--- config.mk ---
export PLATFORM = sky130hd
export DESIGN_NAME = ps2_scan_rx_flat
export DESIGN_NICKNAME = d
export VERILOG_FILES = /design/src/rtl/ps2_scan_rx_if.sv /design/src/rtl/ps2_scan_rx.sv /design/src/flat_wrapper.sv
export SDC_FILE = /design/constraint.sdc
export NUM_CORES = 1
export LEC_CHECK = 0
export ABC_AREA = 1
export CORE_MARGIN = 3
export CORE_UTILIZATION = 44
export DETAILED_ROUTE_END_ITERATION = 6
export HOLD_SLACK_MARGIN = 0.1
export PLACE_DENSITY = 0.76
export SYNTH_ARGS = -nofsm -noshare
export SYNTH_HDL_FRONTEND = slang
export SYNTH_SLANG_ARGS = --single-unit
--- constraint.sdc ---
create_clock -name CLK -period 3.31 [get_ports CLK]
set_clock_uncertainty 0.05 [all_clocks]
set_input_delay 0.662 -clock CLK [delete_from_list [all_inputs] [get_ports CLK]]
set_output_delay 0.662 -clock CLK [all_outputs]
set_load 0.01 [all_outputs]
--- src/rtl/ps2_scan_rx_if.sv ---
// Key-event bus from the PS/2 receiver to the keyboard controller and display.
// The master drives it and the slave observes it.
interface ps2_scan_rx_if;
  logic [7:0]  code;
  logic        ext;
  logic        brk;
  logic        evt_valid;
  logic [31:0] keycode;
  logic        frame_err;
  logic        busy;

  modport master (output code, ext, brk, evt_valid, keycode, frame_err, busy);
  modport slave  (input  code, ext, brk, evt_valid, keycode, frame_err, busy);
endinterface

--- src/rtl/ps2_scan_rx.sv ---
// PS/2 device-to-host receiver: synchronise, glitch-filter ps2_clk, frame/parity check,
// fold E0/F0 prefixes into key events and keep a 4-byte raw history.
//
// state    | meaning
// ---------+------------------------------------------------
// S_IDLE   | waiting for a start bit (data 0 on a falling edge)
// S_DATA   | shifting in 8 data bits, LSB first
// S_PARITY | latching the parity bit
// S_STOP   | checking stop bit and odd parity, then back to idle
module ps2_scan_rx #(
  parameter int FILTER_LEN  = 8,
  parameter int TIMEOUT_CYC = 200000
) (
  input  logic           CLK,
  input  logic           rst,
  input  logic           ps2_clk,
  input  logic           ps2_data,
  ps2_scan_rx_if.master  evt
);

  localparam int FW = (FILTER_LEN > 2) ? $clog2(FILTER_LEN) : 1;
  localparam int TW = (TIMEOUT_CYC > 2) ? $clog2(TIMEOUT_CYC) : 1;
  localparam logic [FW-1:0] F_LAST  = FW'(FILTER_LEN - 1);
  localparam logic [TW-1:0] TO_LAST = TW'(TIMEOUT_CYC - 1);

  typedef enum logic [1:0] {S_IDLE, S_DATA, S_PARITY, S_STOP} state_t;

  logic          clk_s1_q, clk_s2_q, dat_s1_q, dat_s2_q;
  logic          filt_q, filt_d, filt_prev_q;
  logic [FW-1:0] fcnt_q, fcnt_d;
  state_t        state_q, state_d;
  logic [2:0]    bcnt_q, bcnt_d;
  logic [7:0]    shift_q, shift_d;
  logic          par_q, par_d;
  logic [TW-1:0] tcnt_q, tcnt_d;
  logic          pend_ext_q, pend_ext_d, pend_brk_q, pend_brk_d;
  logic [7:0]    code_q, code_d;
  logic          ext_q, ext_d, brk_q, brk_d;
  logic          evt_valid_q, evt_valid_d;
  logic [31:0]   keycode_q, keycode_d;
  logic          frame_err_q, frame_err_d;
  logic          busy_q, busy_d;
  logic          strobe, timeout, byte_done;

  // Registered edge detect keeps the strobe at a fixed 2+FILTER_LEN cycles after the raw edge.
  assign strobe  = filt_prev_q & ~filt_q;
  assign timeout = (state_q != S_IDLE) && (tcnt_q == TO_LAST);

  always_comb begin
    filt_d = filt_q;
    fcnt_d = '0;
    if (clk_s2_q != filt_q) begin
      if (fcnt_q == F_LAST) filt_d = clk_s2_q;
      else                  fcnt_d = fcnt_q + 1'b1;
    end

    if (strobe || state_q == S_IDLE) tcnt_d = '0;
    else                             tcnt_d = tcnt_q + 1'b1;

    state_d     = state_q;
    bcnt_d      = bcnt_q;
    shift_d     = shift_q;
    par_d       = par_q;
    pend_ext_d  = pend_ext_q;
    pend_brk_d  = pend_brk_q;
    code_d      = code_q;
    ext_d       = ext_q;
    brk_d       = brk_q;
    keycode_d   = keycode_q;
    evt_valid_d = 1'b0;
    frame_err_d = 1'b0;
    byte_done   = 1'b0;

    if (strobe) begin
      unique case (state_q)
        S_IDLE: if (!dat_s2_q) begin
          state_d = S_DATA;
          bcnt_d  = 3'd0;
        end
        S_DATA: begin
          shift_d = {dat_s2_q, shift_q[7:1]};
          bcnt_d  = bcnt_q + 3'd1;
          if (bcnt_q == 3'd7) state_d = S_PARITY;
        end
        S_PARITY: begin
          par_d   = dat_s2_q;
          state_d = S_STOP;
        end
        S_STOP: begin
          state_d = S_IDLE;
          if (dat_s2_q && (^shift_q ^ par_q)) byte_done   = 1'b1;
          else                                 frame_err_d = 1'b1;
        end
        default: state_d = S_IDLE;
      endcase
    end else if (timeout) begin
      state_d     = S_IDLE;
      frame_err_d = 1'b1;
    end

    if (byte_done) begin
      keycode_d = {keycode_q[23:0], shift_q};
      if (shift_q == 8'hE0)      pend_ext_d = 1'b1;
      else if (shift_q == 8'hF0) pend_brk_d = 1'b1;
      else begin
        code_d      = shift_q;
        ext_d       = pend_ext_q;
        brk_d       = pend_brk_q;
        evt_valid_d = 1'b1;
        pend_ext_d  = 1'b0;
        pend_brk_d  = 1'b0;
      end
    end
    if (frame_err_d) begin
      pend_ext_d = 1'b0;
      pend_brk_d = 1'b0;
    end

    busy_d = (state_d != S_IDLE);
  end

  always_ff @(posedge CLK or negedge rst) begin
    if (!rst) begin
      clk_s1_q    <= 1'b1;
      clk_s2_q    <= 1'b1;
      dat_s1_q    <= 1'b1;
      dat_s2_q    <= 1'b1;
      filt_q      <= 1'b1;
      filt_prev_q <= 1'b1;
      fcnt_q      <= '0;
      state_q     <= S_IDLE;
      bcnt_q      <= '0;
      shift_q     <= '0;
      par_q       <= 1'b0;
      tcnt_q      <= '0;
      pend_ext_q  <= 1'b0;
      pend_brk_q  <= 1'b0;
      code_q      <= '0;
      ext_q       <= 1'b0;
      brk_q       <= 1'b0;
      evt_valid_q <= 1'b0;
      keycode_q   <= '0;
      frame_err_q <= 1'b0;
      busy_q      <= 1'b0;
    end else begin
      clk_s1_q    <= ps2_clk;
      clk_s2_q    <= clk_s1_q;
      dat_s1_q    <= ps2_data;
      dat_s2_q    <= dat_s1_q;
      filt_q      <= filt_d;
      filt_prev_q <= filt_q;
      fcnt_q      <= fcnt_d;
      state_q     <= state_d;
      bcnt_q      <= bcnt_d;
      shift_q     <= shift_d;
      par_q       <= par_d;
      tcnt_q      <= tcnt_d;
      pend_ext_q  <= pend_ext_d;
      pend_brk_q  <= pend_brk_d;
      code_q      <= code_d;
      ext_q       <= ext_d;
      brk_q       <= brk_d;
      evt_valid_q <= evt_valid_d;
      keycode_q   <= keycode_d;
      frame_err_q <= frame_err_d;
      busy_q      <= busy_d;
    end
  end

  assign evt.code      = code_q;
  assign evt.ext       = ext_q;
  assign evt.brk       = brk_q;
  assign evt.evt_valid = evt_valid_q;
  assign evt.keycode   = keycode_q;
  assign evt.frame_err = frame_err_q;
  assign evt.busy      = busy_q;

endmodule

--- src/flat_wrapper.sv ---
// flat-port wrapper written by rule: the top's interface ports become plain ports
module ps2_scan_rx_flat 
#(
  parameter int FILTER_LEN  = 8,
  parameter int TIMEOUT_CYC = 200000
)
  (CLK, rst, ps2_clk, ps2_data, evt_code, evt_ext, evt_brk, evt_evt_valid, evt_keycode, evt_frame_err, evt_busy);
  ps2_scan_rx_if evt_i ();
  input  logic CLK;
  input  logic rst;
  input  logic ps2_clk;
  input  logic ps2_data;
  output wire logic [$bits(evt_i.code)-1:0] evt_code;
  output wire logic [$bits(evt_i.ext)-1:0] evt_ext;
  output wire logic [$bits(evt_i.brk)-1:0] evt_brk;
  output wire logic [$bits(evt_i.evt_valid)-1:0] evt_evt_valid;
  output wire logic [$bits(evt_i.keycode)-1:0] evt_keycode;
  output wire logic [$bits(evt_i.frame_err)-1:0] evt_frame_err;
  output wire logic [$bits(evt_i.busy)-1:0] evt_busy;
  assign evt_code = evt_i.code;
  assign evt_ext = evt_i.ext;
  assign evt_brk = evt_i.brk;
  assign evt_evt_valid = evt_i.evt_valid;
  assign evt_keycode = evt_i.keycode;
  assign evt_frame_err = evt_i.frame_err;
  assign evt_busy = evt_i.busy;
  ps2_scan_rx #(.FILTER_LEN(FILTER_LEN), .TIMEOUT_CYC(TIMEOUT_CYC)) u_core (.CLK(CLK), .rst(rst), .ps2_clk(ps2_clk), .ps2_data(ps2_data), .evt(evt_i));
endmodule
After elaboration in Yosys (flattened, before gate mapping). Index checks and enable logic that the tools add are counted. W data, S select, Z words.

Flip-flop bits (word level): 88. Input bits: 4.

Add/subtract/negate cells: 3. Equality and inequality tests: 12. Mux-type cells: 28. Bitwise logic cells: 5. Reduce and logical (&&, ||, !) cells: 16.

Operators by type and width (number): $add A18 B1 Y18 const B (1); $eq A18 B18 Y1 const B (1); $mux W1 (18); $mux W18 (1); $eq A8 B8 Y1 const B (2); $reduce_and A2 Y1 (5); $mux W3 (3); $mux W2 (4); $pmux W2 S4 (1); $reduce_bool A2 Y1 (4); $reduce_xor A8 Y1 (1); $add A3 B1 Y3 const B (2); $eq A3 B3 Y1 const B (2); $pmux W3 S2 (1); $reduce_and A3 Y1 (2); $eq A2 B2 Y1 const B (2); $ne A3 B1 Y1 const B (1); $not A1 Y1 (3); $eq A2 B1 Y1 const B (1); $logic_and A1 B1 Y1 (2); $logic_not A2 Y1 (1); $ne A2 B1 Y1 const B (1); $ne A2 B2 Y1 const B (1); $and A1 B1 Y1 (1); other kinds (3) (3).

Depth between registers and ports, before layout.
Word-level depth: 8. Depth in mapped cells: 15. Gate-level depth less buffers: 15.

Worst setup path after synthesis. OpenSTA, ideal clock, no wires.

Path kind: register to register. Start: register u_core.shift_q[2]. End: register u_core.brk_q (netlist: u_core.evt.brk). Library setup time: 116 ps. Data arrival time: 1634 ps. Path slack: 1510 ps. Cell stages (with the launch flop): 16. Clock period less this slack: 1800 ps. Cells stage by stage: dfrtp_1 > inv_1 > ha_1 > inv_1 > nand2_1 > nand2_1 > nand2_1 > nand3_1 > nand2_1 > nor2_2 > nand2_4 > inv_4 > nand2_4 > buf_6 > nand2_1 > nand2_1.

Cells in the longest elaborated chain, start to end: 7. Elaborated cells on any way between the ends: 11. Those cells by class: 2 x eq/ne; 3 x mux; 3 x bitwise; 3 x reduce/logical.

Ends and longest elaborated chain: start, declared (RTL line ps2_scan_rx.sv:33) `logic [7:0] shift_q, shift_d;`; start signal, assigned (RTL line ps2_scan_rx.sv:155) `shift_q <= shift_d;`; $reduce_xor A8 Y1 (RTL line ps2_scan_rx.sv:91) `if (dat_s2_q && (^shift_q ^ par_q)) byte_done = 1'b1;`; $xor A1 B1 Y1 (RTL line ps2_scan_rx.sv:91); $logic_and A1 B1 Y1 (RTL line ps2_scan_rx.sv:91); $mux W1 (RTL line ps2_scan_rx.sv:91); $mux W1 (RTL line ps2_scan_rx.sv:75) `unique case (state_q)`; $mux W1 (RTL line ps2_scan_rx.sv:74) `if (strobe) begin`; $reduce_and A3 Y1 (no source line) *; end signal, assigned (RTL line ps2_scan_rx.sv:162) `brk_q <= brk_d;`; end, declared (RTL line ps2_scan_rx.sv:38) `logic ext_q, ext_d, brk_q, brk_d;`.

Every way passes the cells marked *; elsewhere a longest branch is shown, timed or not. A chain may end at the register's enable or synchronous reset.

Worst setup path after layout.
Start: register u_core.shift_q[3]. End: register u_core.brk_q (netlist: u_core.evt.brk).

Same word-level chain as after synthesis.

==> summary.md <==
| Metric | Value |
|---|---|
| Status | `completed` |
| Net Sw Power | `0.000677 W` |
| Simple-Gate Fraction of Synth Area | `24.3%` |
| Top_reg_cell synth | `dfrtp_1` |
| Chip Width | `99.2 um` |
| GR Overflow Total | `0` |
| Actual slew at the worst max-slew pin | `about 1000 ps` |
| Sequential power share | `49.3%` |
| Leakage | `2.22 nW` |
| Post-route ant nets | `0` |
| Final hold viol count | `0` |
| R2R setup slack | `890 ps` |
| Post CTS Setup Buffer Count | `0` |
| Clock Pin Slew Worst Setup and Hold Paths | `roughly 80 ps` |
| 1st-iter DRT viols | `159` |
| Worst Path Required | `3560 ps` |
| Flops & latches, synth | `just under 90` |
| Vias per cell | `5.03` |
| First-pass GRT wire length | `13.1 mm` |
| CP startpoint kind | `flip-flop` |
| Wirelength per Cell | `12.8 um` |
| Post-DP HPWL | `5.20 mm` |
| TritonCTS Sinks | `88` |
| Area share of the largest cell type after synthesis | `53.7%` |
| Compound-Gate Fraction of Synth Area | `8.32%` |
| Max Root-Sink Buffers | `2` |
| Total GRT Usage | `between 10% and 20%` |
| Drt first pass iters | `5` |
| Cts repair resizes | `0` |
| Register area share after synthesis | `between 50 and 60%` |
| Hold depth | `0` |
| Period utilization | `around 73%` |
| Post-Synth XOR/XNOR Area | `0.917%` |
| Largest net degree at the start of global routing | `89` |
| Cell taking the most area after synthesis | `dfrtp_1` |
| Setup violators final | `0` |
| Clock power share | `35.9%` |
| Number of global-route vias before repair | `2824` |
| Routability cong. | `0.866` |
| Share of layout cells above drive strength 1 | `between 8 and 9%` |
| Synth Area in Adders | `3.27%` |
| Worst endpoint data arrival time | `2670 ps` |
| Final nets | `roughly 490` |
| Minimum clock period | `2420 ps` |
| H-tree levels | `3` |
| Die area | `9840 um^2` |
| Core ar. | `8340 um^2` |
| Number of flops mapped to enable cells by yosys | `0` |
| Logic pwr share | `about 15%` |
| Initial Util | `a little under half` |
| Min-delay worst type | `reg2reg` |
| CTS tree | `built` |
| CTS buffer count | `9` |
| Reg area | `2210 um^2` |
| Setup tns final | `0 ps` |
| R2r worst-path depth | `15` |
| Final WL | `7.50 mm` |
| Max cap viols | `0` |
| Layout fillers | `between 700 and 800` |
| Main combinational cell family by area after synthesis | `simple AND/OR/NAND/NOR gates` |
| Cell Rows | `33` |
| Fmax achieved | `approximately 410 MHz` |
| FFs w/ async S/R, synth | `between 90% and 100%` |
| Largest cells by area after synthesis | `dfrtp_1 54%, nand2_1 14%, dfstp_2 4.1%, inv_1 3.9%, o21ai_0 3.9%` |
| Mapped Cells | `roughly 430` |
| Crit-path max FO | `41` |
| Fin. max-slew vios | `0` |
| Area Overhead vs Synth | `21.0%` |
| Synthesized area per cell | `8.95 um^2` |
| Clk root buf | `clkbuf_8` |
| DRC violations left | `0` |
| Ant diodes | `0` |
| Crit end category | `flip-flop` |
| Cell Pwr Density | `533 nW/um^2` |
| Synth cell types | `32` |
| Die Ht | `99.2 um` |
| Slew margin rel. | `roughly 30%` |
| Setup CP Type | `reg2reg` |
| # port buffers | `48` |
| # hold bufs at CTS | `0` |
| Vias | `around 2900` |
| WHS | `311 ps` |
| Boundary Pins | `49` |
| Switching share of power | `27.5%` |
| Worst ir drop on vdd | `approximately 0.00027 V` |
| Mux contribution to synthesized area | `0%` |
| Pint | `0.00179 W` |
| Synth warn | `0` |
| Multi-input gate area | `1410 um^2` |
| RSZ-0062 raised after global routing | `false` |
| Synthesized area | `between 3000 and 4000 um^2` |
| Syn nets | `441` |
| Initial antenna violation count | `0` |
| Worst-Skew Late Latency | `360 ps` |
metal layers:
layer | up-vias | track usage (%) | wire length (um)
met5 | - | 0 | 0
met4 | 0 | 4.62 | 82
met2 | 92 | 25.8 | 3530
met1 | 1392 | 22.1 | 3410
met3 | 8 | 4.49 | 485
li1 | 1456 | - | -
worst paths after layout:
| check | to | start |
|---|---|---|
| max | u_core.evt.brk | u_core.shift_q[3] |
| min reg2reg | u_core.dat_s2_q | u_core.dat_s1_q |
| max in group asynchronous | u_core.bcnt_q[2] | rst |
| min in group asynchronous | u_core.evt.keycode[27] | rst |
| max reg2reg | u_core.evt.brk | u_core.shift_q[3] |
| min | u_core.dat_s2_q | u_core.dat_s1_q |
power by group through the flow:
stage	registers (W)	logic, W	clock network [W]
global placement	0.00123	0.000349	0
global route	0.00122	0.000423	0.000955
CTS	0.00121	0.000369	0.000907
detailed placement	0.00123	0.000366	0
floorplan	0.00123	0.000255	0
finish	0.00121	0.000365	0.000885
state kept, by name (all words and copies together) (netlist names):
register and count:
u_core.bcnt_q 3, u_core.filt_q 1, u_core.shift_q 8, u_core.evt.keycode 32, u_core.fcnt_q 3, u_core.par_q 1
u_core.clk_s1_q 1, u_core.pend_ext_q 1, u_core.evt.brk 1, u_core.filt_prev_q 1, u_core.clk_s2_q 1, u_core.evt.busy 1
u_core.tcnt_q 18, u_core.evt.evt_valid 1, u_core.evt.frame_err 1, u_core.evt.ext 1, u_core.evt.code 8, u_core.dat_s1_q 1
u_core.pend_brk_q 1, u_core.dat_s2_q 1, u_core.state_q 2
kinds of logic (layout without fill, tap and decap cells):
| logic type | Yosys count | after routing |
|---|---|---|
| XOR/XNOR | 4 | 4 |
| adder cells (fa/ha/maj) | 10 | 10 |
| AO/OA/AOI/OAI | 54 | 54 |
| flip-flops | 88 | 88 |
| AND/OR/NAND/NOR | 221 | 221 |
| buffers and inverters | 50 | 104 |
cells in the final DEF, fill, tap and decap left out, types with 2 or more instances in the layout:
cell type,n
nand4_1,7
inv_1,40
clkdlybuf4s50_1,47
a21oi_1,9
nor2_1,38
bufinv_16,3
ha_1,10
nand3_2,3
nand2_4,2
o21bai_1,2
o21ai_2,8
nand2_1,146
xor2_1,3
nor3_1,4
o21ai_0,30
or2_2,2
nand3_1,13
dfrtp_1,82
dfstp_2,6
nor2_2,2
clkbuf_8,9
worst max-delay path, cell delays in order, from the launching register on:
cell and delay (ps):
dfrtp_1 390, inv_1 120, ha_1 250, inv_1 60, nand2_1 60, nand2_1 50
nand2_1 60, nand3_1 70, nand2_1 60, nor2_2 140, nand2_4 260, inv_4 310
nand2_4 210, inv_1 140, nand2_1 60, nand2_1 60
Yosys cell counts, types with 4 or more instances:
cell type and count:
nor2_1 38, nand3_1 13, a21oi_1 9, dfrtp_1 82, nand2_1 146, dfstp_2 6, ha_1 10, o21ai_2 8
buf_2 5, o21ai_0 30, nor3_1 4, nand4_1 7, inv_1 40
cell type report:
type,count,share of cell area [%]
clock inverters,6,2.49
multi-input cells,289,30.5
well taps,105,2.84
flip-flops and latches,88,47.8
repair buffers,48,10.3
inverters,41,3.38
clock buffers,9,2.68
metrics by stage:
step | setup WS [ps] | instances | utilization (%) | cell area, um^2 | total power (W)
2_1_floorplan | 1510 | 427 | - | 3820 | 0.00148
3_3_place_gp | 1000 | 571 | 52.6 | 4380 | 0.00158
3_5_place_dp | 916 | 571 | 52.6 | 4380 | 0.00160
4_1_cts | 874 | 586 | 55.4 | 4620 | 0.00249
5_1_grt | 588 | 586 | 55.4 | 4620 | 0.00260
6_report | 889 | 586 | 55.4 | 4620 | 0.00246
(Power assumes the default switching activity.)
